$ cat src/rtl/bcd_stopwatch_ctrl.sv
// Stopwatch controller: prescaler, start/stop/clear FSM and a rippling BCD digit cascade with overflow hold.
// Optional lap-freeze display enabled by defining LAP_HOLD_EN.
module bcd_stopwatch_ctrl #(
  parameter int DIGITS   = 4,
  parameter int PRESCALE = 10
) (
  input  logic                  clk,
  input  logic                  rst,
  input  logic                  start,
  input  logic                  stop,
  input  logic                  clear,
  input  logic                  lap,
  output logic [4*DIGITS-1:0]   bcd_out,
  output logic                  running,
  output logic                  ovf,
  output logic                  tick,
  output logic                  lap_active
);

  localparam int              PW   = $clog2(PRESCALE);
  localparam logic [PW-1:0]   PMAX = PW'(PRESCALE - 1);

  typedef enum logic [1:0] {ST_IDLE, ST_RUN, ST_PAUSE, ST_OVF} state_t;

  state_t                state_q, state_d;
  logic [PW-1:0]         pre_q, pre_d;
  logic [4*DIGITS-1:0]   dig_q, dig_d, dig_inc;
  logic                  tick_q;
  logic                  count_en, wrap, all_nine;

  // Whole-cascade increment in one step: every trailing 9 wraps, the first non-9 digit bumps.
  always_comb begin : bcd_incr
    logic carry;
    carry    = 1'b1;
    all_nine = 1'b1;
    dig_inc  = dig_q;
    for (int k = 0; k < DIGITS; k++) begin
      if (dig_q[4*k +: 4] != 4'd9) all_nine = 1'b0;
      if (carry) begin
        if (dig_q[4*k +: 4] == 4'd9) begin
          dig_inc[4*k +: 4] = 4'd0;
        end else begin
          dig_inc[4*k +: 4] = dig_q[4*k +: 4] + 4'd1;
          carry = 1'b0;
        end
      end
    end
  end

  always_comb begin
    count_en = (state_q == ST_RUN) && !stop && !clear;
    wrap     = count_en && (pre_q == PMAX);

    state_d = state_q;
    case (state_q)
      ST_IDLE, ST_PAUSE: if (start && !stop) state_d = ST_RUN;
      ST_RUN: begin
        if (stop)                  state_d = ST_PAUSE;
        else if (wrap && all_nine) state_d = ST_OVF;
      end
      default: state_d = state_q;
    endcase
    if (clear) state_d = ST_IDLE;

    pre_d = pre_q;
    if (count_en) pre_d = wrap ? '0 : pre_q + PW'(1);
    if (clear)    pre_d = '0;

    dig_d = dig_q;
    if (wrap && !all_nine) dig_d = dig_inc;
    if (clear)             dig_d = '0;
  end

  always_ff @(posedge clk) begin
    if (!rst) begin
      state_q <= ST_IDLE;
      pre_q   <= '0;
      dig_q   <= '0;
      tick_q  <= 1'b0;
    end else begin
      state_q <= state_d;
      pre_q   <= pre_d;
      dig_q   <= dig_d;
      tick_q  <= wrap;
    end
  end

  assign running = (state_q == ST_RUN);
  assign ovf     = (state_q == ST_OVF);
  assign tick    = tick_q;

`ifdef LAP_HOLD_EN
  logic                lap_q, lap_act_q, lap_act_d;
  logic [4*DIGITS-1:0] lap_val_q, lap_val_d;

  always_comb begin
    lap_act_d = lap_act_q;
    lap_val_d = lap_val_q;
    if (clear || (state_d == ST_OVF && state_q != ST_OVF)) begin
      lap_act_d = 1'b0;
    end else if (lap && !lap_q) begin
      if (lap_act_q) begin
        lap_act_d = 1'b0;
      end else if (state_q == ST_RUN || state_q == ST_PAUSE) begin
        lap_act_d = 1'b1;
        lap_val_d = dig_q;
      end
    end
  end

  always_ff @(posedge clk) begin
    if (!rst) begin
      lap_q     <= 1'b0;
      lap_act_q <= 1'b0;
      lap_val_q <= '0;
    end else begin
      lap_q     <= lap;
      lap_act_q <= lap_act_d;
      lap_val_q <= lap_val_d;
    end
  end

  assign bcd_out    = lap_act_q ? lap_val_q : dig_q;
  assign lap_active = lap_act_q;
`else
  logic unused_lap;
  assign unused_lap = lap;
  assign bcd_out    = dig_q;
  assign lap_active = 1'b0;
`endif

endmodule

$ cat config.mk
export PLATFORM = sky130hd
export DESIGN_NAME = bcd_stopwatch_ctrl
export DESIGN_NICKNAME = d
export VERILOG_FILES = /design/src/rtl/bcd_stopwatch_ctrl.sv
export SDC_FILE = /design/constraint.sdc
export NUM_CORES = 1
export LEC_CHECK = 0
export ABC_AREA = 1
export BUFFER_PORTS_ARGS = -buffer_cell sky130_fd_sc_hd__buf_2
export CORE_ASPECT_RATIO = 2
export CORE_UTILIZATION = 45
export CTS_CLUSTER_SIZE = 25
export DETAILED_ROUTE_END_ITERATION = 8
export PLACE_DENSITY = 0.7
export REMOVE_ABC_BUFFERS = 1
export SLEW_MARGIN = 10
export SYNTH_ARGS = -nofsm -noshare
export SYNTH_HDL_FRONTEND = slang
export SYNTH_SLANG_ARGS = --single-unit
$ cat constraint.sdc
create_clock -name clk -period 1.3 [get_ports clk]
set_input_delay 0.065 -clock clk [delete_from_list [all_inputs] [get_ports clk]]
set_output_delay 0.065 -clock clk [all_outputs]
set_load 0.005 [all_outputs]
==> results of run 1 <==
[cells by family (layout without fill, tap and decap cells)]
family | count (synthesis) | after routing | synth area share
AOI/OAI and AO/OA | 30 | 30 | 0.1207
other | 1 | 1 | 0.002849
xor gates and xnor gates | 4 | 4 | 0.02662
DFF | 23 | 23 | 0.3498
buffers and inverters | 35 | 108 | 0.1112
adders and majority gates | 2 | 2 | 0.01901
and+or+nand+nor | 103 | 103 | 0.3698
[registers in the layout, indices dropped and copies added (netlist names)]
name	count
state_q	2
bcd_out	16
tick	1
pre_q	4
[metrics by stage]
stage	instance area, µm²	TNS, ns	worst slack (ns)
floorplan	1286	-1.556	-0.1701
global placement	1753	-1.734	-0.1525
detailed placement	1753	-2.201	-0.1971
CTS	1998	-0.5009	-0.06781
global route	2107	-2.424	-0.1741
finish	2107	-0.7414	-0.07829
[power groups by stage]
stage	Clock, mW	Combinational (mW)	Sequential, mW
floorplan	0	0.0195	0.724
global placement	0	0.0414	0.723
detailed placement	0	0.0416	0.723
CTS	0.470	0.0466	0.707
global route	0.502	0.0559	0.708
finish	0.473	0.0505	0.708
[layout by cell type (no fill, tap or decap), drive strengths merged]
| master | instances |
|---|---|
| clkinv | 1 |
| nor2 | 25 |
| xnor2 | 1 |
| or2 | 1 |
| nand2 | 52 |
| a211oi | 1 |
| dfxtp | 23 |
| nand3 | 15 |
| xor2 | 3 |
| clkbuf | 3 |
| conb | 1 |
| o31ai | 1 |
| nor3 | 1 |
| a21oi | 17 |
| o21ai | 11 |
| nand4 | 9 |
| buf | 73 |
| ha | 2 |
| inv | 31 |
[routing by layer]
metal  routed length (µm)  vias to the layer above
met5                    0                        -
met4                   81                        0
met3                   97                        8
met2                 2180                       29
met1                 1329                      707
li1                     -                      774
[critical path, cell delays in order, from the launching register on]
cell     delay (ns)
dfxtp_2        0.33
inv_1          0.06
nand2_2        0.07
inv_2          0.06
nand2_2        0.07
nor2_4         0.14
nand3_4        0.17
buf_6          0.18
nand4_1        0.08
a21oi_1        0.08
[worst paths after layout]
kind,startpoint,end,slack (ns),depth (start not counted)
worst max-delay path,bcd_out[5],bcd_out[10],-0.08,9
worst min-delay path,rst,tick,0.02,3
worst max register to register,bcd_out[5],bcd_out[10],-0.08,9
worst min register to register,pre_q[0],pre_q[1],0.56,2
[layout make-up]
cell class / count / area [µm²] / area share
clock buffers: 3 / 41.29 / 0.01960
clock inverters: 1 / 5.005 / 0.002375
inverters: 31 / 121.4 / 0.05760
multi-input cells: 140 / 907.1 / 0.4305
flip-flops and latches: 23 / 475.5 / 0.2257
well taps: 29 / 36.28 / 0.01722
repair buffers: 73 / 520.5 / 0.2470
[timing repair]
| action | CTS | global route |
|---|---|---|
| setup buffers | 7 | 2 |
| endpoints found under the setup margin | 21 | 21 |
| pin swaps | 14 | 12 |
| gates resized for setup | 50 | 31 |
==> impl_results.md, run 1 <==
- Status: finished with violations
- Failing checks: setup timing
- DRT Pass-1 Iters: 4
- Core area: 0.002770 mm²
- Clk_lat worst skew: 0.28 ns
- Clock power frac: 0.384
- Lkg Pwr: 0.8653 nW
- FFs w/ async S/R, synth: 0
- Initial antenna violation count: 0
- Largest net degree at the start of global routing: 15
- Most frequent cell after synthesis: nand2_1
- Layout Nets: 280
- Syn Inst Count: 198
- Total of fill cells in the finished design: 200
- Post-synth top area share: 0.3498
- CP required: 1.44 ns
- Finished Layout Cells: 300
- Post-synth cell types: 28
- N_diodes: 0
- GR Util met2: 0.4548
- DRT Wirelength: 3.689 mm
- Yosys reg bits: 23
- RSZ-0062 raised after global routing: true
- Hold Crit Class: input port to register
- Slew at the pin closest to its max-slew limit: 0.5290 ns
- Iter 0 DRT Violations: 48
- WHS: 0.01988 ns
- Chip Width: 40.24 µm
- CP endpoint kind: register
- Combinational power share: 0.041
- CTS buffer count: 3
- Maximum VDD drop: 956.6 µV
- Post-DP HPWL: 2.569 mm
- Final critical-path share of the clock period: 1.060
- Sequential share of the synthesized area: 0.3498
- Routed Antenna Nets: 0
- Fin util: 0.7606
- # DRC: 0
- Layout cells sized above 1: 0.5351
- Prevailing post-synth register cell: dfxtp_1
- TritonCTS clock tree: done
- Routability cong.: 0.7847
- Critical Path AT: 1.52 ns
- Met1 Use GR: 0.2469
- Avg WL per Cell: 12.30 µm
- Chip Height: 78.49 µm
- WS Path Type: register to register
- Slew Viols, Final: 0
- GRT Total Usage: 0.2499
- I/O pins: 26
- DIE AREA: 0.003158 mm²
- Final setup vio count: 17
- Sw Share: 0.2363
- Met3 global-route usage: 0.02825
- Grt ovf: 0
- Cell taking the most area after synthesis: dfxtp_1
- Post-synth top cells: 50 x nand2_1, 29 x inv_1, 23 x dfxtp_1, 20 x nor2_1, 16 x a21oi_1
- Design Power: 1.231 mW
- Largest cells by area after synthesis: dfxtp_1 35%, nand2_1 14%, inv_1 8.3%
- Routed vias/inst: 5.060
- Avg Inst Size Synth: 6.648 µm²
- Post-synth EDFFs: 0
- Slew HR: 0.6469
- Initial Util: 0.4752
- Placed cell count: 288
- Clk slew on worst S/H paths: 0.09 ns
- Internal power: 940.4 µW
- CTS root buf: clkbuf_8
- Fmax: 0.7255 GHz
- First-pass GRT wire length: 5.630 mm
- Yosys warning count: 0
- Setup crit start kind: register
- Via count: 1518
- Post-route minimum period: 1.378 ns
- Final Skew: 0.005616 ns
- PwrDens: 584.4 mW/mm²
- Clock buffer depth: 2
- Max_cap viols: 0
- Fin worst setup slack: -0.07829 ns
- # port buffers: 23
- Switching pwr: 291.0 µW
- Synthesized cell area: 0.001316 mm²
- Busiest grt layer: met2
- Highest fanout seen on the critical path: 7
- Vias in the first global route: 1431
- Reg power frac: 0.575
- Sinks on Clock Net: 23
- Final Hold Fails: 0
- Number of H-tree levels: 1
- Area growth, synth to finish: 60.08%
- FP Rows: 27
- CTS Hold Bufs: 0
Note: power is estimated with default switching activity, not from simulation.
==> run 2, diff against run 1 <==
Settings changed: CELL_PAD_IN_SITES_DETAIL_PLACEMENT set to 0, CELL_PAD_IN_SITES_GLOBAL_PLACEMENT set to 1, CORE_UTILIZATION 45 to 34, PLACE_DENSITY 0.7 to not set, PLACE_DENSITY_LB_ADDON set to 0.1, REMOVE_ABC_BUFFERS 1 to not set.
==> run 2 against run 1 <==
  * The run still ends with setup timing left
  * Die area up 31%
  * Register-to-register slack better by 0.05 ns
  * Count of clock-buffer cells in the layout up 1
  * Worst setup slack better by 0.049 ns
  * Clock skew down 0.0019 ns
  * Flip-flop and latch count unchanged
  * Core utilization down 20 points
  * Critical endpoint is now bcd_out[8]
  * Highest routed layer unchanged
==> impl_results.md, run 2 (synthesized netlist as in run 1, its figures left out) <==
- Routed vias/inst: 4.695
- Setup crit start kind: register
- Placed cell count: 310
- Clock buffer depth: 2
- RSZ-0062 raised after global routing: true
- # port buffers: 23
- Most common cell after layout, fill and taps aside: buf_4
- I/O pins: 26
- Layout Nets: 281
- Final critical-path share of the clock period: 1.023
- Slew Viols, Final: 0
- Via count: 1507
- Initial Util: 0.3610
- Routability cong.: 0.8196
- Most frequent cells in the layout: 47 x buf_4, 40 x nand2_1, 23 x inv_1, 23 x buf_2, 14 x a21oi_1
- Largest net degree at the start of global routing: 13
- Grt ovf: 0
- Max_cap viols: 0
- CTS Hold Bufs: 0
- Fin worst setup slack: -0.02952 ns
- WS Path Type: register to register
- Total of fill cells in the finished design: 408
- Status: finished with violations
- Critical Path End: bcd_out[8]
- FP Rows: 31
- Chip Height: 89.99 µm
- Critical Path AT: 1.49 ns
- DRT Pass-1 Iters: 4
- Lkg Pwr: 0.8377 nW
- CP required: 1.46 ns
- Reg2Reg Depth: 9
- Iter 0 DRT Violations: 15
- Layout cells sized above 1: 0.4926
- Worst r2r src: state_q[1]
- Initial antenna violation count: 0
- CTS root buf: clkbuf_8
- CP endpoint kind: register
- Core area: 0.003646 mm²
- CTS buffer count: 3
- Mapped Nets: 206
- DP Worst Slack: -0.1082 ns
- WHS: 0.02481 ns
- Critical path origin: state_q[1]
- Final setup vio count: 9
- TritonCTS clock tree: done
- Clk slew on worst S/H paths: 0.08 ns
- Number of H-tree levels: 1
- Final Hold Fails: 0
- PwrDens: 589.8 mW/mm²
- Vias in the first global route: 1536
- First-pass GRT wire length: 5.982 mm
- N_diodes: 0
- Register-to-register path setup slack: -0.03 ns
- Final Skew: 0.003726 ns
- Chip Width: 46.00 µm
- DIE AREA: 0.004139 mm²
- Hold Crit Class: input port to register
- Routed Antenna Nets: 0
- Highest fanout seen on the critical path: 7
- Max reg flops: 16
- Avg WL per Cell: 11.06 µm
- Post-route minimum period: 1.330 ns
- GRT Total Usage: 0.1888
- RR Endpoint: bcd_out[8]
- Clk_lat worst skew: 0.27 ns
- Fmax: 0.7521 GHz
- Finished Layout Cells: 321
- Fin Setup TNS: -0.1375 ns
- Failing checks: setup timing
- DRT Wirelength: 3.551 mm
- Area growth, synth to finish: 56.18%
- # DRC: 0
- Maximum VDD drop: 567.2 µV
- Sinks on Clock Net: 23
- Post-DP HPWL: 2.819 mm
## run 2: cell count changes in the layout (fill, tap and decap cells not counted), sizes merged
cell	before	now
clkbuf	3	4
buf	73	74
inv	31	30
## run 2: critical path, cell delays in order, from the launching register on
cell and delay (ns):
dfxtp_2 0.33, inv_2 0.06, nand2_4 0.05, nor2_4 0.09, nand2_2 0.07, nor2_4 0.20, buf_6 0.16, nand3_4 0.10
nor2_2 0.12, nor2_2 0.05
## run 2: stage by stage
step / instance area (µm²) / power (mW) / util
final: 2056 / 1.212 / 0.5638
after global routing: 2056 / 1.259 / 0.5638
after CTS: 1982 / 1.223 / 0.5436
after detailed placement: 1809 / 0.7731 / 0.4962
after global placement: 1809 / 0.7724 / 0.4962
after floorplan: 1336 / 0.7465 / -
## run 2: timing repair
action,in CTS,in global routing
resized for setup,38,11
pin swaps,11,7
endpoints found under the setup margin,21,21
buffers inserted,2,5
endpoints found under the hold margin,0,0
## run 2: routing by layer
metal,wire length (µm),up-vias,global-route usage
met4,50,0,0.06618
met3,52,5,0.01807
met2,2170,19,0.3791
li1,-,779,-
met1,1278,704,0.1702
met5,0,-,0
## run 2: where the power goes
part | switching, mW | leakage (nW) | internal (mW)
Sequential | 0.00175 | 0.192 | 0.706
Clock | 0.230 | 0.0228 | 0.219
Combinational | 0.0308 | 0.623 | 0.0251
Total | 0.263 | 0.838 | 0.950
## run 2: area by class of cell
type	instances	area (µm²)	area share
Tap cell	49	61.31	0.02982
Clock buffer	4	45.04	0.02191
Inverter	31	117.6	0.05721
Timing Repair Buffer	74	513.0	0.2495
Multi-Input combinational cell	140	842.1	0.4096
Sequential cell	23	476.7	0.2319
## run 2: worst min-delay path by stage
stage | endpoint | depth (start not counted) | start | slack [ns]
after CTS | tick | 3 | rst | 0.02
after global routing | tick | 3 | rst | 0.03
after global placement | tick | 3 | rst | 0.29
after detailed placement | tick | 3 | rst | 0.31
after floorplan | state_q[0] | 1 | stop | 0.15
final | tick | 3 | rst | 0.02
==> run 3, diff against run 2 <==
Settings changed: SKIP_CTS_REPAIR_TIMING set to 1.
==> run 3 against run 2 <==
  * The flow still finishes with violations (setup timing)
  * Worst hold slack is essentially flat
  * Flip-flop and latch count did not move
  * Worst setup slack worse by 0.058 ns
  * Global-route usage shrank 0.92 points
  * Sequential share of layout area decreased by 1.4 points
  * Total power rose by 0.43%
  * Sequential power barely moved
  * Core utilization rose by 3.4 points
  * Critical path depth fell by 1
==> impl_results.md, run 3 (synthesized netlist as in run 1, its figures left out) <==
- Status: finished with violations
- Failing checks: setup timing
- Routability cong.: 0.8196
- N_diodes: 0
- WHS Path Cells: 3
- Fmax: 0.7208 GHz
- Highest fanout seen on the critical path: 4
- DP Worst Slack: -0.1082 ns
- Total of fill cells in the finished design: 395
- Final critical-path share of the clock period: 1.067
- WS Path Type: register to register
- Reg2Reg Depth: 8
- Post-DP Area: 0.001809 mm²
- Clk slew on worst S/H paths: 0.08 ns
- DRT Pass-1 Iters: 4
- Initial antenna violation count: 0
- Fin Setup TNS: -0.5993 ns
- CTS buffer count: 3
- Most frequent cells in the layout: 47 x buf_4, 35 x nand2_1, 24 x inv_1, 23 x buf_2, 14 x nand2_2
- Routed Antenna Nets: 0
- Mapped Nets: 206
- Design Power: 1.218 mW
- FP Rows: 31
- CP required: 1.47 ns
- RSZ-0062 raised after global routing: true
- Layout cells sized above 1: 0.5379
- Vias in the first global route: 1442
- Chip Height: 89.99 µm
- Critical path origin: pre_q[0]
- First-pass GRT wire length: 5.706 mm
- Slew Viols, Final: 0
- CP endpoint kind: register
- Multi-input logic area: 910.9 µm²
- Critical Path End: bcd_out[13]
- Final Skew: 0.002512 ns
- Core area: 0.003646 mm²
- Final setup vio count: 14
- Crit path max-delay family: simple AND/OR/NAND/NOR gates
- CTS root buf: clkbuf_8
- Post-DP HPWL: 2.819 mm
- Initial Util: 0.3610
- Critical Path AT: 1.55 ns
- Via count: 1539
- WHS: 0.02479 ns
- Clk_lat worst skew: 0.27 ns
- Reg area: 474.2 µm²
- Final Hold Fails: 0
- I/O pins: 26
- Crit-path cells: ha_4 -> nand3_2 -> nor2_4 -> buf_6 -> nand3_4 -> buf_4 -> nand2_1 -> a21oi_2
- # DRC: 0
- Register-to-register path setup slack: -0.09 ns
- Avg WL per Cell: 11.48 µm
- Clock buffer depth: 2
- Hold Crit Class: input port to register
- Max reg flops: 16
- Layout Nets: 286
- Fin worst setup slack: -0.08739 ns
- Chip Width: 46.00 µm
- Largest net degree at the start of global routing: 13
- Levels on crit path: 8
- Setup crit start kind: register
- RR Endpoint: bcd_out[13]
- GRT Total Usage: 0.1797
- Lkg Pwr: 0.8643 nW
- Post-route minimum period: 1.387 ns
- Max_cap viols: 0
- Final instance area: 0.002181 mm²
- Maximum VDD drop: 569.5 µV
- Most common cell after layout, fill and taps aside: buf_4
- CP peak stage delay: 0.39 ns
- Worst path slowest cell: dfxtp_1
- WP buf/inv: 2
- Number of H-tree levels: 1
- PwrDens: 558.3 mW/mm²
- Worst r2r src: pre_q[0]
- DRT Wirelength: 3.742 mm
- Routed vias/inst: 4.721
- DIE AREA: 0.004139 mm²
- Sinks on Clock Net: 23
- Grt ovf: 0
- Area growth, synth to finish: 65.68%
- # port buffers: 23
- TritonCTS clock tree: done
- Iter 0 DRT Violations: 20
run 3: layer usage:
layer,vias up,global-route usage,wire [µm]
met5,-,0,0
met4,0,0.05882,50
met3,5,0.01807,48
met2,21,0.3533,2259
met1,723,0.1715,1384
li1,790,-,-
run 3: final cells by class:
| class | count | area share |
|---|---|---|
| flip-flops and latches | 23 | 0.2174 |
| repair buffers | 79 | 0.2610 |
| inverters | 31 | 0.05508 |
| well taps | 49 | 0.02811 |
| multi-input cells | 140 | 0.4177 |
| clock buffers | 4 | 0.02065 |
run 3: worst reg2reg max path: stages (launching register included):
cell,delay [ns]
dfxtp_1,0.39
ha_4,0.15
nand3_2,0.08
nor2_4,0.17
buf_6,0.14
nand3_4,0.08
buf_4,0.15
nand2_1,0.07
a21oi_2,0.05
run 3: power breakdown:
part           switching (mW)  internal, mW
registers             0.00177         0.706
clock network           0.231         0.219
logic                  0.0340        0.0259
run 3: worst min path at each step:
stage	endpoint	slack (ns)	startpoint
final	tick	0.02	rst
after detailed placement	tick	0.31	rst
after CTS	tick	0.02	rst
after global routing	tick	0.03	rst
after floorplan	state_q[0]	0.15	stop
after global placement	tick	0.29	rst
run 3: metrics by stage:
step                      cells  utilization
final                       326       0.5981
after global routing        326       0.5981
after CTS                   314       0.5086
after detailed placement    310       0.4962
after global placement      310       0.4962
after floorplan             198            -
